===== config.mk =====
export PLATFORM = sky130hd
export DESIGN_NAME = piece_move_controller
export DESIGN_NICKNAME = d
export VERILOG_FILES = /design/src/rtl/piece_move_controller.sv
export SDC_FILE = /design/constraint.sdc
export NUM_CORES = 1
export LEC_CHECK = 0
export BUFFER_PORTS_ARGS = -buffer_cell sky130_fd_sc_hd__buf_2
export CORE_AREA = 4 4 74 76
export CTS_BUF_LIST = sky130_fd_sc_hd__clkbuf_4
export DETAILED_ROUTE_END_ITERATION = 16
export DIE_AREA = 0 0 78 80
export MAX_ROUTING_LAYER = met4
export PLACE_DENSITY = 0.64
export SLEW_MARGIN = 40
export SYNTH_ARGS = -nofsm -noshare
export SYNTH_HDL_FRONTEND = slang
export SYNTH_SLANG_ARGS = --single-unit

===== constraint.sdc =====
create_clock -name Clock -period 4.52 [get_ports Clock]
set_clock_uncertainty 0.2 [all_clocks]
set_input_delay 0.678 -clock Clock [delete_from_list [all_inputs] [get_ports Clock]]
set_output_delay 0.678 -clock Clock [all_outputs]
set_load 0.005 [all_outputs]

===== src/rtl/piece_move_controller.sv =====
// -----------------------------------------------------------------------------
// piece_move_controller
//
// Owns the active piece's column (XPOS), row (YPOS) and orientation code
// (currentBlock). Movement requests (gravity, left, right, rotate) are latched
// into pending flags. They are serialised one at a time through the registered
// collision-checker bank: issue a check, wait one cycle for the verdict, then
// commit or discard the move. A failed gravity move raises a one-cycle lock
// pulse, and the controller then waits for the next piece to spawn.
//
// Optional feature macro: HARD_DROP_EN
//   When defined, adds input hardDropReq. A hard drop repeats down-checks
//   until one fails or the floor is reached, and then locks the piece.
//
// Parameters
//   SPAWN_X      column loaded on spawn
//   MAX_Y        lowest legal row
//
// Ports
//   Clock        in   system clock, rising edge
//   Reset        in   synchronous active-high reset
//   leftReq      in   pulse: move left
//   rightReq     in   pulse: move right
//   rotReq       in   pulse: rotate clockwise
//   dropTick     in   pulse: gravity step
//   spawnValid   in   new piece available (honoured only while spawning)
//   spawnBlock   in   [3:0] code of the new piece
//   canMove      in   checker verdict, valid one cycle after checkEnable
//   hardDropReq  in   pulse: hard drop (HARD_DROP_EN only)
//   checkEnable  out  one-cycle checker enable
//   checkDir     out  [1:0] 0 down, 1 left, 2 right, 3 rotate
//   checkBlock   out  [3:0] code presented to the checker
//   XPOS         out  [3:0] piece column
//   YPOS         out  [4:0] piece row
//   currentBlock out  [3:0] piece code
//   lockPulse    out  one-cycle pulse: the piece has landed
//   busy         out  high in every state except idle
// -----------------------------------------------------------------------------
module piece_move_controller #(
  parameter int SPAWN_X = 6,
  parameter int MAX_Y   = 16
) (
  input  logic       Clock,
  input  logic       Reset,
  input  logic       leftReq,
  input  logic       rightReq,
  input  logic       rotReq,
  input  logic       dropTick,
  input  logic       spawnValid,
  input  logic [3:0] spawnBlock,
  input  logic       canMove,
`ifdef HARD_DROP_EN
  input  logic       hardDropReq,
`endif
  output logic       checkEnable,
  output logic [1:0] checkDir,
  output logic [3:0] checkBlock,
  output logic [3:0] XPOS,
  output logic [4:0] YPOS,
  output logic [3:0] currentBlock,
  output logic       lockPulse,
  output logic       busy
);

  localparam logic [3:0] SPAWN_X_L = 4'(SPAWN_X);
  localparam logic [4:0] MAX_Y_L   = 5'(MAX_Y);
  localparam logic [3:0] MAX_X_L   = 4'd12;

  // Pending-flag indices equal the checker select code of the request.
  localparam logic [1:0] DIR_DOWN  = 2'd0;
  localparam logic [1:0] DIR_LEFT  = 2'd1;
  localparam logic [1:0] DIR_RIGHT = 2'd2;
  localparam logic [1:0] DIR_ROT   = 2'd3;

  typedef enum logic [2:0] {
    ST_SPAWN = 3'd0,
    ST_IDLE  = 3'd1,
    ST_ISSUE = 3'd2,
    ST_WAIT  = 3'd3,
    ST_LOCK  = 3'd4
  } state_e;

  // Clockwise rotation map of the piece codes.
  function automatic logic [3:0] rotate_code(input logic [3:0] blk);
    logic [3:0] nxt;
    case (blk)
      4'd0:    nxt = 4'd1;
      4'd1:    nxt = 4'd0;
      4'd2:    nxt = 4'd2;
      4'd3:    nxt = 4'd4;
      4'd4:    nxt = 4'd3;
      4'd5:    nxt = 4'd6;
      4'd6:    nxt = 4'd7;
      4'd7:    nxt = 4'd8;
      4'd8:    nxt = 4'd5;
      4'd9:    nxt = 4'd10;
      4'd10:   nxt = 4'd11;
      4'd11:   nxt = 4'd12;
      4'd12:   nxt = 4'd9;
      4'd13:   nxt = 4'd14;
      4'd14:   nxt = 4'd13;
      default: nxt = 4'd15;
    endcase
    return nxt;
  endfunction

  state_e     state_q, state_d;
  logic [3:0] pend_q, pend_d;          // [0] drop, [1] left, [2] right, [3] rot
  logic       hard_pend_q, hard_pend_d;
  logic       hard_act_q, hard_act_d;  // current down-check belongs to a hard drop
  logic [3:0] xpos_q, xpos_d;
  logic [4:0] ypos_q, ypos_d;
  logic [3:0] blk_q, blk_d;
  logic       chk_en_q, chk_en_d;
  logic [1:0] chk_dir_q, chk_dir_d;
  logic [3:0] chk_blk_q, chk_blk_d;
  logic       lock_q, lock_d;
  logic       busy_q, busy_d;

  logic [3:0] req_s;
  logic       hard_s;
  logic       hard_req_s;

`ifdef HARD_DROP_EN
  assign hard_req_s = hardDropReq;
`else
  assign hard_req_s = 1'b0;
`endif

  // Next-state, pending-flag and position logic.
  always_comb begin
    state_d     = state_q;
    xpos_d      = xpos_q;
    ypos_d      = ypos_q;
    blk_d       = blk_q;
    chk_dir_d   = chk_dir_q;
    chk_blk_d   = chk_blk_q;
    hard_act_d  = hard_act_q;

    // Pulses merge into the flags in every state; a repeat pulse is absorbed.
    req_s       = pend_q | {rotReq, rightReq, leftReq, dropTick};
    hard_s      = hard_pend_q | hard_req_s;
    pend_d      = req_s;
    hard_pend_d = hard_s;

    case (state_q)
      ST_SPAWN: begin
        if (spawnValid) begin
          blk_d       = spawnBlock;
          xpos_d      = SPAWN_X_L;
          ypos_d      = 5'd0;
          pend_d      = 4'd0;
          hard_pend_d = 1'b0;
          hard_act_d  = 1'b0;
          state_d     = ST_IDLE;
        end else begin
          state_d = ST_SPAWN;
        end
      end

      ST_IDLE: begin
        // Pulses arriving this cycle take part in arbitration directly.
        if (hard_s) begin
          if (ypos_q == MAX_Y_L) begin
            hard_pend_d = 1'b0;
            state_d     = ST_LOCK;
          end else begin
            hard_act_d = 1'b1;
            chk_dir_d  = DIR_DOWN;
            chk_blk_d  = blk_q;
            state_d    = ST_ISSUE;
          end
        end else if (req_s[DIR_DOWN]) begin
          if (ypos_q == MAX_Y_L) begin
            // Already on the floor: no check, lock straight away.
            pend_d[DIR_DOWN] = 1'b0;
            state_d          = ST_LOCK;
          end else begin
            hard_act_d = 1'b0;
            chk_dir_d  = DIR_DOWN;
            chk_blk_d  = blk_q;
            state_d    = ST_ISSUE;
          end
        end else if (req_s[DIR_ROT]) begin
          hard_act_d = 1'b0;
          chk_dir_d  = DIR_ROT;
          chk_blk_d  = rotate_code(blk_q);
          state_d    = ST_ISSUE;
        end else if (req_s[DIR_LEFT] && req_s[DIR_RIGHT]) begin
          // Opposing horizontal requests cancel each other.
          pend_d[DIR_LEFT]  = 1'b0;
          pend_d[DIR_RIGHT] = 1'b0;
          state_d           = ST_IDLE;
        end else if (req_s[DIR_LEFT]) begin
          hard_act_d = 1'b0;
          chk_dir_d  = DIR_LEFT;
          chk_blk_d  = blk_q;
          state_d    = ST_ISSUE;
        end else if (req_s[DIR_RIGHT]) begin
          hard_act_d = 1'b0;
          chk_dir_d  = DIR_RIGHT;
          chk_blk_d  = blk_q;
          state_d    = ST_ISSUE;
        end else begin
          state_d = ST_IDLE;
        end
      end

      ST_ISSUE: begin
        // Winner's flag clears; a same-cycle repeat pulse is absorbed.
        if (hard_act_q) begin
          hard_pend_d = 1'b0;
        end else begin
          pend_d[chk_dir_q] = 1'b0;
        end
        state_d = ST_WAIT;
      end

      ST_WAIT: begin
        if (canMove) begin
          // Commit with saturation at the board edges.
          case (chk_dir_q)
            DIR_DOWN: begin
              if (ypos_q != MAX_Y_L) begin
                ypos_d = ypos_q + 5'd1;
              end else begin
                ypos_d = ypos_q;
              end
            end
            DIR_LEFT: begin
              if (xpos_q != 4'd0) begin
                xpos_d = xpos_q - 4'd1;
              end else begin
                xpos_d = xpos_q;
              end
            end
            DIR_RIGHT: begin
              if (xpos_q != MAX_X_L) begin
                xpos_d = xpos_q + 4'd1;
              end else begin
                xpos_d = xpos_q;
              end
            end
            DIR_ROT: begin
              blk_d = rotate_code(blk_q);
            end
            default: begin
              blk_d = blk_q;
            end
          endcase
          if (hard_act_q) begin
            // Hard drop keeps probing until it reaches the floor.
            if (ypos_d == MAX_Y_L) begin
              state_d = ST_LOCK;
            end else begin
              state_d = ST_ISSUE;
            end
          end else begin
            state_d = ST_IDLE;
          end
        end else if (chk_dir_q == DIR_DOWN) begin
          state_d = ST_LOCK;
        end else begin
          state_d = ST_IDLE;
        end
      end

      ST_LOCK: begin
        state_d = ST_SPAWN;
      end

      default: begin
        state_d = ST_SPAWN;
      end
    endcase

    // Outputs are registered from the upcoming state so they align with it.
    chk_en_d = (state_d == ST_ISSUE);
    lock_d   = (state_d == ST_LOCK);
    busy_d   = (state_d != ST_IDLE);
  end

  // State, position and registered-output flops.
  always_ff @(posedge Clock) begin
    if (Reset) begin
      state_q     <= ST_SPAWN;
      pend_q      <= 4'd0;
      hard_pend_q <= 1'b0;
      hard_act_q  <= 1'b0;
      xpos_q      <= SPAWN_X_L;
      ypos_q      <= 5'd0;
      blk_q       <= 4'd0;
      chk_en_q    <= 1'b0;
      chk_dir_q   <= 2'd0;
      chk_blk_q   <= 4'd0;
      lock_q      <= 1'b0;
      busy_q      <= 1'b1;
    end else begin
      state_q     <= state_d;
      pend_q      <= pend_d;
      hard_pend_q <= hard_pend_d;
      hard_act_q  <= hard_act_d;
      xpos_q      <= xpos_d;
      ypos_q      <= ypos_d;
      blk_q       <= blk_d;
      chk_en_q    <= chk_en_d;
      chk_dir_q   <= chk_dir_d;
      chk_blk_q   <= chk_blk_d;
      lock_q      <= lock_d;
      busy_q      <= busy_d;
    end
  end

  assign checkEnable  = chk_en_q;
  assign checkDir     = chk_dir_q;
  assign checkBlock   = chk_blk_q;
  assign XPOS         = xpos_q;
  assign YPOS         = ypos_q;
  assign currentBlock = blk_q;
  assign lockPulse    = lock_q;
  assign busy         = busy_q;

endmodule


==> impl_metrics.csv <==
group,metric,value,unit
outcome,status,"complete, no violations",
clocking,htreeDepth,2,
grt,grt_start_max_net_pins,32,
clocking,ctsLongestPathBuffers,2,
detailed_routing,antenna_left,0,
die,dieArea,0.00624,mm^2
placement,post-place-ws,1160,ps
yosys,syn-cell-area,0.00212,mm^2
sta,hold_slack,278,ps
clocking,root_buffer,"clkbuf_4",
sta,finalSetupViolCount,0,
setup_path,crit_type,"flip-flop to flip-flop",
grt,grt_pass1_vias,1907,
detailed_routing,drt-total-wl,5130,um
hold_path,min_path_type,"flip-flop to flip-flop",
yosys,synth_nets,282,
clocking,cts_tree,"built",
sta,max_freq,311,MHz
setup_path,worstPathRequired,4570,ps
yosys,synth-main-ff-cell,"dfxtp_1",
die,row_count,25,
power,total_power,703,uW
detailed_routing,avgViaCountPerCell,5.42,
job,maxCapViolations,0,
layout,drive_gt1_share,18.4,%
clocking,clkTransAtPathRegs,110,ps
clocking,post-cts-setup-buffers,0,
setup_path,endpoint_kind,"flip-flop",
sta,final.period_utilization,71.2,%
setup_path,ff2ff_setup_slack,1300,ps
layout,final_nets,313,
die,pin_count,34,
yosys,synth-edff-count,0,
setup_path,cp_max_fo,14,
placement,portBuffers,33,
power,leakage,0.000975,uW
yosys,ys_seq_area_share,33.1,%
die,core,0.00472,mm^2
detailed_routing,first_pass_iters,4,
layout,n_antenna_cell,0,
detailed_routing,vias,1923,
sta,slew_headroom,56.6,%
die,dieHeight,80,um
setup_path,cp_num_buf_inv,1,
yosys,synthCells,257,
setup_path,path_cells,"and4b_1 -> a211oi_1 -> a311oi_1 -> inv_1 -> ha_1 -> mux2_2 -> a221oi_1",
clocking,post_cts_resized,0,
yosys,synthesis.area_per_instance,8.23,um^2
detailed_routing,wl_per_cell,14.5,um
placement,place_inst,348,
sta,tightest_slew,642,ps
grt,grt_usage,18.7,%
hold_path,min_from,"checkBlock[2]",
yosys,yosys_warnings,0,
power,power_density,296,mW/mm^2
yosys,synth_top_cell_by_area,"dfxtp_1",
sta,finalHoldViolCount,0,
hold_path,hold_path_depth,2,
setup_path,cpPeakStageDelay,610,ps
hold_path,hold-path-endpoint,"checkBlock[2]",
setup_path,reg2reg_depth,7,
layout,syn2layout_area_growth,12.4,%
grt,gr-total-overflow,0,
grt,antenna_found_initial,0,
die,fp.dieW,78,um
layout,fin_cells,355,
setup_path,timing.rr.start,"state_q[1]",
setup_path,crit_slowest_cell,"dfxtp_1",
setup_path,arrival,3270,ps
sta,grt_setup_unrepaired,"no",
grt,grt_pass1_wl,9000,um
sta,slew_viol_final,0,
clocking,insertion_delay,350,ps
yosys,synthDistinctLibCells,54,
yosys,synth-async-reset-ratio,0,%
clocking,cts_hold_buf,0,
power,irDropWorstVdd,152,uV
placement,dpl.hpwl,3780,um
clocking,cts_made_buffers,5,
detailed_routing,drtIter0Drc,101,
clocking,numClockSinks,35,
placement,gp_congestion,0.859,
sta,fin_crit,3220,ps
sta,finalSetupTns,0,ps
setup_path,crit_family,"compound AO/OA/AOI/OAI gates",
yosys,synth_top_area_share,33.1,%
yosys,ys_ff_latch,35,
sta,worst_slack,1300,ps
die,start_util,44.8,%
setup_path,start_kind,"flip-flop",
yosys,synth_area_leaders,"dfxtp_1, ha_1, nand2_1, a21oi_1, nor2_1",
layout,fillers,480,
detailed_routing,drc_errors,0,
layer usage:
| metal | GRT usage (%) | vias up | wire length (um) |
|---|---|---|---|
| met5 | - | - | 0 |
| met4 | 6.82 | 0 | 83 |
| met3 | 3.95 | 10 | 263 |
| met2 | 28.7 | 45 | 2310 |
| met1 | 24.2 | 873 | 2480 |
| li1 | - | 995 | - |
metrics by stage:
stage	utilization, %	cell area, um^2
5_1_grt	50.3	2380
3_3_place_gp	49.2	2320
3_5_place_dp	49.4	2330
4_1_cts	50.3	2380
6_report	50.3	2380
2_1_floorplan	-	2120
Yosys cell counts, types with 2 or more instances:
| master | instances |
|---|---|
| clkbuf_1 | 7 |
| nor3_1 | 10 |
| nand3b_1 | 3 |
| a21o_1 | 2 |
| a22oi_1 | 3 |
| o21bai_1 | 3 |
| a21oi_1 | 20 |
| nor2b_1 | 4 |
| dfxtp_1 | 35 |
| nand2b_1 | 4 |
| or2_2 | 3 |
| nand2_1 | 28 |
| nor3b_1 | 2 |
| or3_1 | 3 |
| xnor2_1 | 3 |
| inv_1 | 13 |
| o31ai_1 | 5 |
| o22ai_1 | 4 |
| a31oi_1 | 2 |
| a221oi_1 | 5 |
| o211a_1 | 2 |
| nand3_1 | 5 |
| o21ai_0 | 12 |
| a211oi_1 | 8 |
| a311oi_1 | 5 |
| xor2_1 | 2 |
| nor2_1 | 23 |
| and2_1 | 2 |
| and3b_1 | 2 |
| buf_2 | 2 |
| ha_1 | 12 |
cells in the final DEF, fill, tap and decap left out, types with 4 or more instances in the layout:
master,Yosys,layout
dfxtp_1,35,35
clkbuf_4,0,5
ha_1,12,12
o22ai_1,4,4
nand2_1,28,28
a221oi_1,5,5
o21ai_0,12,12
nand3_1,5,5
nand2b_1,4,4
nor2_1,23,23
a211oi_1,8,8
nor3_1,10,10
a311oi_1,5,5
nor2b_1,4,4
a21oi_1,20,20
buf_2,2,33
o31ai_1,5,5
inv_1,13,13
final cells by class:
| class | instances | area, um^2 | area share (%) |
|---|---|---|---|
| Multi-Input combinational cell | 199 | 1330 | 55.7 |
| Timing Repair Buffer | 34 | 173 | 7.26 |
| Sequential cell | 35 | 701 | 29.5 |
| Clock inverter | 2 | 8.76 | 0.368 |
| Clock buffer | 5 | 37.5 | 1.58 |
| Tap cell | 67 | 83.8 | 3.53 |
| Inverter | 13 | 48.8 | 2.05 |
how the worst max path moves through the flow:
stage	startpoint	to	slack, ps	depth (start not counted)
2_1_floorplan	canMove	flip-flop	1340	8
3_3_place_gp	canMove	flip-flop	1280	8
3_5_place_dp	canMove	flip-flop	1160	8
4_1_cts	state_q[0]	flip-flop	1310	7
5_1_grt	state_q[1]	flip-flop	1030	7
6_report	state_q[1]	flip-flop	1300	7
worst min-delay path, delay by kind of cell, from the launching register on:
| kind | cells | cell delay, ps |
|---|---|---|
| compound gates | 1 | 60 |
| buf+inv | 1 | 40 |
| flops | 1 | 320 |
logic make-up (layout without fill, tap and decap cells):
group	Yosys count	after routing	share of synthesized area, %
xor gates and xnor gates	5	5	2.07
DFF	35	35	33.1
AOI/OAI and AO/OA	82	82	27.6
and+or+nand+nor	98	98	24.1
adders and majority gates	13	13	8.04
muxes	1	1	0.532
buffers and inverters	23	54	4.55
where the power goes:
| part | switching (uW) | internal [uW] | leakage [uW] |
|---|---|---|---|
| registers | 24.0 | 335 | 0.000286 |
| clock network | 107 | 55.1 | 0.0000285 |
| logic | 105 | 77.1 | 0.000660 |
| total | 236 | 467 | 0.000975 |
(Power assumes the default switching activity.)
